[src/rtl/linked_list_fifo_shared_pkg.sv]
// Shared parameters and helpers for the shared-pool linked-list FIFO.
package linked_list_fifo_shared_pkg;

  localparam int unsigned LLF_WIDTH = 8;
  localparam int unsigned LLF_DEPTH = 32;
  localparam int unsigned LLF_FIFOS = 8;

  // Number of bits needed to represent n (at least 1).
  function automatic int unsigned bits_for(input int unsigned n);
    int unsigned b;
    b = 1;
    for (int unsigned i = 1; i < 32; i++) begin
      if ((n >> i) != 0) b = i + 1;
    end
    return b;
  endfunction

endpackage

[src/rtl/linked_list_fifo_shared_ram.sv]
// Node pool storage: DEPTH words of {next, data}.
// Ports:
//   rd_en/rd_addr/rd_data        synchronous data read, read-old-data on collision
//   nxt_addr_a/b, nxt_a/b        combinational next-pointer reads (head and free-head advance)
//   data_we/data_addr/data_wdata data field write
//   next_we/next_addr/next_wdata next-pointer field write
module linked_list_fifo_shared_ram #(
  parameter int unsigned WIDTH = 8,
  parameter int unsigned DEPTH = 32,
  parameter int unsigned PTR_W = 5
) (
  input  logic             clk,
  input  logic             rst_n,
  input  logic             rd_en,
  input  logic [PTR_W-1:0] rd_addr,
  output logic [WIDTH-1:0] rd_data,
  input  logic [PTR_W-1:0] nxt_addr_a,
  output logic [PTR_W-1:0] nxt_a,
  input  logic [PTR_W-1:0] nxt_addr_b,
  output logic [PTR_W-1:0] nxt_b,
  input  logic             data_we,
  input  logic [PTR_W-1:0] data_addr,
  input  logic [WIDTH-1:0] data_wdata,
  input  logic             next_we,
  input  logic [PTR_W-1:0] next_addr,
  input  logic [PTR_W-1:0] next_wdata
);

  localparam int unsigned WORD_W = WIDTH + PTR_W;

  logic [WORD_W-1:0] mem [DEPTH];

  // Storage is never reset; only the read register is.
  always_ff @(posedge clk) begin
    if (data_we) mem[data_addr][WIDTH-1:0]      <= data_wdata;
    if (next_we) mem[next_addr][WORD_W-1:WIDTH] <= next_wdata;
  end

  // Sync read samples the pre-edge word, so a same-edge write is not seen.
  always_ff @(posedge clk) begin
    if (!rst_n)     rd_data <= '0;
    else if (rd_en) rd_data <= mem[rd_addr][WIDTH-1:0];
  end

  assign nxt_a = mem[nxt_addr_a][WORD_W-1:WIDTH];
  assign nxt_b = mem[nxt_addr_b][WORD_W-1:WIDTH];

endmodule

[src/rtl/linked_list_fifo_shared.sv]
// FIFOS logical queues sharing one DEPTH-entry node pool via per-node next pointers.
// Ports:
//   clk, rst_n            clock, synchronous active-low reset
//   push/push_fifo/d      enqueue request, target queue, data
//   pop/pop_fifo          dequeue request, source queue
//   q/q_valid             popped data (1-cycle latency), valid pulse for accepted pop
//   empty                 per-queue empty flags (from registered counts)
//   full/pool_used        pool fully occupied / total occupied nodes
//   count                 per-queue occupancy, CNT_W bits per queue
//   overflow/underflow    sticky rejected-push / rejected-pop flags
module linked_list_fifo_shared
  import linked_list_fifo_shared_pkg::*;
#(
  parameter  int unsigned WIDTH      = LLF_WIDTH,
  parameter  int unsigned DEPTH      = LLF_DEPTH,
  parameter  int unsigned FIFOS      = LLF_FIFOS,
  localparam int unsigned FIFO_LOG2  = bits_for(FIFOS - 1),
  localparam int unsigned DEPTH_LOG2 = bits_for(DEPTH - 1),
  localparam int unsigned CNT_W      = DEPTH_LOG2 + 1
) (
  input  logic                   clk,
  input  logic                   rst_n,
  input  logic                   push,
  input  logic [FIFO_LOG2-1:0]   push_fifo,
  input  logic [WIDTH-1:0]       d,
  input  logic                   pop,
  input  logic [FIFO_LOG2-1:0]   pop_fifo,
  output logic [WIDTH-1:0]       q,
  output logic                   q_valid,
  output logic [FIFOS-1:0]       empty,
  output logic                   full,
  output logic [CNT_W*FIFOS-1:0] count,
  output logic [CNT_W-1:0]       pool_used,
  output logic                   overflow,
  output logic                   underflow
);

  localparam int unsigned PTR_W = DEPTH_LOG2;

  logic [PTR_W-1:0] head_r  [FIFOS];
  logic [PTR_W-1:0] tail_r  [FIFOS];
  logic [CNT_W-1:0] count_r [FIFOS];
  logic [CNT_W-1:0] pool_used_r;
  logic [CNT_W-1:0] fresh_r;
  logic [PTR_W-1:0] free_head_r;
  logic             q_valid_r;
  logic             overflow_r;
  logic             underflow_r;

  logic             push_ok;
  logic             pop_ok;
  logic             same_q;
  logic             fresh_avail;
  logic             push_to_empty;
  logic [PTR_W-1:0] pop_head;
  logic [PTR_W-1:0] pop_next;
  logic [PTR_W-1:0] free_next;
  logic [PTR_W-1:0] node;
  logic             next_we;
  logic [PTR_W-1:0] next_addr;
  logic [PTR_W-1:0] next_wdata;

  // Output views of the per-queue registers.
  always_comb begin
    empty = '0;
    count = '0;
    for (int unsigned i = 0; i < FIFOS; i++) begin
      empty[i]               = (count_r[i] == '0);
      count[i*CNT_W +: CNT_W] = count_r[i];
    end
  end

  assign full      = (pool_used_r == CNT_W'(DEPTH));
  assign pool_used = pool_used_r;
  assign q_valid   = q_valid_r;
  assign overflow  = overflow_r;
  assign underflow = underflow_r;

  // Acceptance, node selection and link-write decode from pre-edge state.
  always_comb begin
    push_ok     = push & ~full;
    pop_ok      = pop & ~empty[pop_fifo];
    same_q      = (push_fifo == pop_fifo);
    fresh_avail = (fresh_r < CNT_W'(DEPTH));
    pop_head    = head_r[pop_fifo];
    // A same-queue pop that drains the last node makes the push land in an empty queue.
    push_to_empty = (count_r[push_fifo] == '0) ||
                    (pop_ok && same_q && (count_r[push_fifo] == CNT_W'(1)));
    if (pop_ok)           node = pop_head;
    else if (fresh_avail) node = fresh_r[PTR_W-1:0];
    else                  node = free_head_r;

    next_we    = 1'b0;
    next_addr  = '0;
    next_wdata = '0;
    if (push_ok && !push_to_empty) begin
      next_we    = 1'b1;
      next_addr  = tail_r[push_fifo];
      next_wdata = node;
    end else if (pop_ok && !push_ok) begin
      next_we    = 1'b1;
      next_addr  = pop_head;
      next_wdata = free_head_r;
    end
  end

  linked_list_fifo_shared_ram #(
    .WIDTH (WIDTH),
    .DEPTH (DEPTH),
    .PTR_W (PTR_W)
  ) u_ram (
    .clk        (clk),
    .rst_n      (rst_n),
    .rd_en      (pop_ok),
    .rd_addr    (pop_head),
    .rd_data    (q),
    .nxt_addr_a (pop_head),
    .nxt_a      (pop_next),
    .nxt_addr_b (free_head_r),
    .nxt_b      (free_next),
    .data_we    (push_ok),
    .data_addr  (node),
    .data_wdata (d),
    .next_we    (next_we),
    .next_addr  (next_addr),
    .next_wdata (next_wdata)
  );

  // Queue pointers, counters, allocator and status flags.
  always_ff @(posedge clk) begin
    if (!rst_n) begin
      for (int unsigned i = 0; i < FIFOS; i++) begin
        head_r[i]  <= '0;
        tail_r[i]  <= '0;
        count_r[i] <= '0;
      end
      pool_used_r <= '0;
      fresh_r     <= '0;
      free_head_r <= '0;
      q_valid_r   <= 1'b0;
      overflow_r  <= 1'b0;
      underflow_r <= 1'b0;
    end else begin
      q_valid_r <= pop_ok;
      if (push && !push_ok) overflow_r  <= 1'b1;
      if (pop && !pop_ok)   underflow_r <= 1'b1;

      if (pop_ok) begin
        head_r[pop_fifo] <= pop_next;
        if (!(push_ok && same_q)) count_r[pop_fifo] <= count_r[pop_fifo] - CNT_W'(1);
      end

      // Placed after the pop update so a refill of a drained queue wins the head.
      if (push_ok) begin
        if (push_to_empty) head_r[push_fifo] <= node;
        tail_r[push_fifo] <= node;
        if (!(pop_ok && same_q)) count_r[push_fifo] <= count_r[push_fifo] + CNT_W'(1);
      end

      // Freed node is handed straight to a simultaneous push, bypassing the free list.
      if (push_ok && !pop_ok) begin
        pool_used_r <= pool_used_r + CNT_W'(1);
        if (fresh_avail) fresh_r     <= fresh_r + CNT_W'(1);
        else             free_head_r <= free_next;
      end else if (pop_ok && !push_ok) begin
        pool_used_r <= pool_used_r - CNT_W'(1);
        free_head_r <= pop_head;
      end
    end
  end

endmodule

[config.mk]
export PLATFORM = sky130hd
export DESIGN_NAME = linked_list_fifo_shared
export DESIGN_NICKNAME = d
export VERILOG_FILES = /design/src/rtl/linked_list_fifo_shared_pkg.sv /design/src/rtl/linked_list_fifo_shared_ram.sv /design/src/rtl/linked_list_fifo_shared.sv
export SDC_FILE = /design/constraint.sdc
export NUM_CORES = 1
export LEC_CHECK = 0
export BUFFER_PORTS_ARGS = -buffer_cell sky130_fd_sc_hd__clkbuf_2
export CAP_MARGIN = 20
export CELL_PAD_IN_SITES_DETAIL_PLACEMENT = 1
export CELL_PAD_IN_SITES_GLOBAL_PLACEMENT = 2
export CORE_UTILIZATION = 45
export DETAILED_ROUTE_END_ITERATION = 8
export GPL_ROUTABILITY_DRIVEN = 0
export PLACE_DENSITY_LB_ADDON = 0.1
export SYNTH_ARGS = -nofsm -noshare
export SYNTH_HDL_FRONTEND = slang
export SYNTH_SLANG_ARGS = --single-unit
[constraint.sdc]
create_clock -name clk -period 7.6 [get_ports clk]
set_input_delay 0.38 -clock clk [delete_from_list [all_inputs] [get_ports clk]]
set_output_delay 0.38 -clock clk [all_outputs]
set_load 0.01 [all_outputs]
==> impl_metrics.csv <==
group,metric,value,unit
logic_synthesis,ys.flop_type,"edfxtp_1",
floorplanning,initial_utilization,45.6,%
routing,vias_per_cell,6.39,
timing,worst_pin_slew,1090,ps
logic_synthesis,ys_seq_area_share,63.1,%
logic_synthesis,synth_seq_cells,577,
place,placed_area,0.0280,mm^2
clock_network,cts_tree,"yes",
timing,slew-limit-headroom,27.4,%
logic_synthesis,netlist.top_cell.by_area,"edfxtp_1",
clock_network,root_buffer,"clkbuf_16",
floorplanning,pin_count,92,
pwr,power_density,273,mW/mm^2
finish,final_nets,2169,
timing,hold_slack,103,ps
setup_path,required,7830,ps
logic_synthesis,synthDistinctLibCells,76,
routing,drt_iter0_drc,1669,
routing,detail-route-antenna-nets,0,
clock_network,ctsHoldBuffers,0,
setup_path,cp-start-kind,"flip-flop",
worst_hold_path,min_path_type,"in2reg",
flow_run,cap_viol_max_count,0,
timing,maxSlewViolCount,0,
setup_path,critPathCaptureType,"flip-flop",
clock_network,numClockSinks,577,
global_route,grt_pass1_wl,132000,um
clock_network,post-cts-setup-buffers,0,
pwr,cellLeakagePower,10.2,nW
logic_synthesis,synth_area_leaders,"edfxtp_1 (61%), mux4_2 (6.4%), nand2_1 (4.8%)",
place,post-dp-hpwl,61200,um
global_route,grt-ovfl-total,0,
timing,finalHoldViolations,0,
timing,rsz0062_at_grt,"false",
logic_synthesis,postSynthCellCount,2093,
setup_path,r2r_cells,9,
place,place_ws,2390,ps
logic_synthesis,synth_edf_count,544,
setup_path,worstPathMaxFanout,21,
clock_network,clock_latency,610,ps
setup_path,r2r_end,"u_ram.mem[30][0]",
timing,tns,0,ps
timing,fin_crit_sh,69.1,%
setup_path,worstReg2RegStart,"count_r[0][3]",
routing,first_pass_iters,5,
global_route,grt.met3_usage,5.75,%
finish,design_area,0.0301,mm^2
setup_path,cp-startpoint,"count_r[0][3]",
floorplanning,die_h,247,um
global_route,grt_usage,30.0,%
timing,min_period,5250,ps
timing,worst_slack,2350,ps
global_route,grt_util_met2,47.0,%
clock_network,ctsHtreeMaxLevel,3,
finish,layout-drive-gt1-share,17.4,%
routing,drt-wirelength-per-cell,30.5,um
floorplanning,std_cell_rows,89,
routing,vias,18900,
timing,setup-violations-final,0,
outcome,status,"finished, final reports clean",
setup_path,cp-endpoint,"u_ram.mem[30][0]",
clock_network,clk_pin_slew,60,ps
clock_network,cts_made_buffers,66,
routing,drt-total-wl,90300,um
timing,fmax,0.191,GHz
logic_synthesis,netlist_area,0.0269,mm^2
finish,antenna_cells,0,
logic_synthesis,synth_top_area_share,60.7,%
global_route,grt-busiest-layer,"met2",
finish,syn2layout_area_growth,11.6,%
global_route,met1_usage,42.0,%
timing,worst_clock_skew,22.7,ps
floorplanning,coreArea,0.0590,mm^2
global_route,grt_start_max_net_pins,134,
clock_network,post_cts_resized,0,
clock_network,cts_max_path_buffers,3,
global_route,antenna_found_initial,0,
routing,drc,0,
place,numPortBuffers,91,
setup_path,worstPathArrival,5480,ps
logic_synthesis,syn_area_per_cell,12.9,um^2
floorplanning,die_w,247,um
setup_path,path_class,"reg2reg",
global_route,grt_pass1_vias,19100,
floorplanning,die-area,0.0608,mm^2
pwr,irDropWorstVdd,195,uV
logic_synthesis,yosys_warnings,0,
logic_synthesis,syn_nets,2123,
logic_synthesis,ys_async_sr_fraction,0,%
setup_path,rrSetupSlack,2350,ps
-- per-layer routing --
metal | vias to the layer above | wire [um]
li1 | 8189 | -
met1 | 9814 | 38800
met2 | 774 | 42000
met3 | 152 | 6900
met4 | 0 | 2530
met5 | - | 0
-- state kept, by name, indices dropped and copies added, names as in the netlist, named ones only --
name,count
count_r,48
free_head_r,5
fresh_r,6
head_r,40
overflow,1
pool_used,6
q_valid,1
tail_r,40
u_ram.mem,416
u_ram.rd_data,8
underflow,1
-- cells in the mapped netlist, types with 4 or more instances --
cell / n
o211ai_1: 6
buf_4: 10
nand2b_1: 7
ha_1: 11
mux2i_1: 40
a31oi_1: 29
clkbuf_1: 56
a211oi_1: 9
inv_1: 14
o21ai_1: 7
nand4_1: 11
nor3_1: 31
mux2_2: 49
buf_6: 5
nand3_1: 69
o21ai_0: 70
or4_1: 8
nand3b_1: 5
a21boi_0: 6
nor2_1: 136
a221o_1: 9
dfxtp_1: 33
a221oi_1: 5
o2111ai_1: 8
edfxtp_1: 544
mux4_2: 77
nor3_4: 4
xor2_1: 10
and3_1: 55
a21oi_1: 80
and2_1: 15
a32oi_1: 16
buf_1: 16
buf_2: 58
a311oi_1: 34
a22oi_1: 9
nor2b_1: 16
nor4b_1: 4
xnor2_1: 9
nand2_1: 346
o22ai_1: 99
a22o_1: 10
-- per-stage QoR --
step	total power (W)	util, %	cells
final	0.00820	50.9	2961
after global routing	0.00845	50.9	2961
after CTS	0.00824	50.9	2960
after detailed placement	0.00516	47.4	2843
after global placement	0.00513	47.4	2843
after floorplan	0.00461	-	2093
-- worst min path at each step --
stage,start,endpoint,slack (ps),cells after the start
6_report,push,overflow,100,3
2_1_floorplan,free_head_r[4],flip-flop,480,2
3_3_place_gp,overflow,overflow,470,2
3_5_place_dp,overflow,overflow,500,2
5_1_grt,push,overflow,140,3
4_1_cts,push,overflow,80,3
-- cell families (layout without fill, tap and decap cells) --
kind of cell	after synthesis	after routing	share of synthesized area, %
AO/OA/AOI/OAI	418	418	10.2
XOR/XNOR	19	19	0.618
adder cells (fa/ha/maj)	12	12	0.585
buffers and inverters	166	261	2.87
flip-flops	577	577	63.1
multiplexers	170	170	10.2
AND/OR/NAND/NOR	731	731	12.4
-- power by group --
group / switching, W / total (W) / internal, W
sequential: 0.000110 / 0.00374 / 0.00363
clock: 0.00130 / 0.00309 / 0.00179
combinational: 0.000928 / 0.00137 / 0.000442
-- cell type report --
type	count	area [um^2]
Clock buffer	86	1810
Inverter	20	75.1
Tap cell	773	967
Clock inverter	31	275
Sequential cell	577	17000
Timing Repair Buffer	124	713
Multi-Input combinational cell	1350	9220
Fill cell	5957	29000
-- cell usage in the layout, fill, tap and decap left out, drive strengths merged, types with 55 or more instances in the layout --
| master | count |
|---|---|
| a21oi | 80 |
| edfxtp | 544 |
| and3 | 55 |
| mux4 | 77 |
| clkbuf | 178 |
| o22ai | 99 |
| nand3 | 69 |
| nand2 | 346 |
| nor2 | 136 |
| o21ai | 77 |
-- worst max-delay path, cell delays in order, from the launching register on --
cell and delay [ps]:
edfxtp_1 490, or4_1 530, nor3_1 380, mux4_2 330, mux2_4 220, or2_1 620
inv_2 400, a21boi_1 810, nand3_1 410, nor2_1 680
Note: power is estimated with default switching activity, not from simulation.
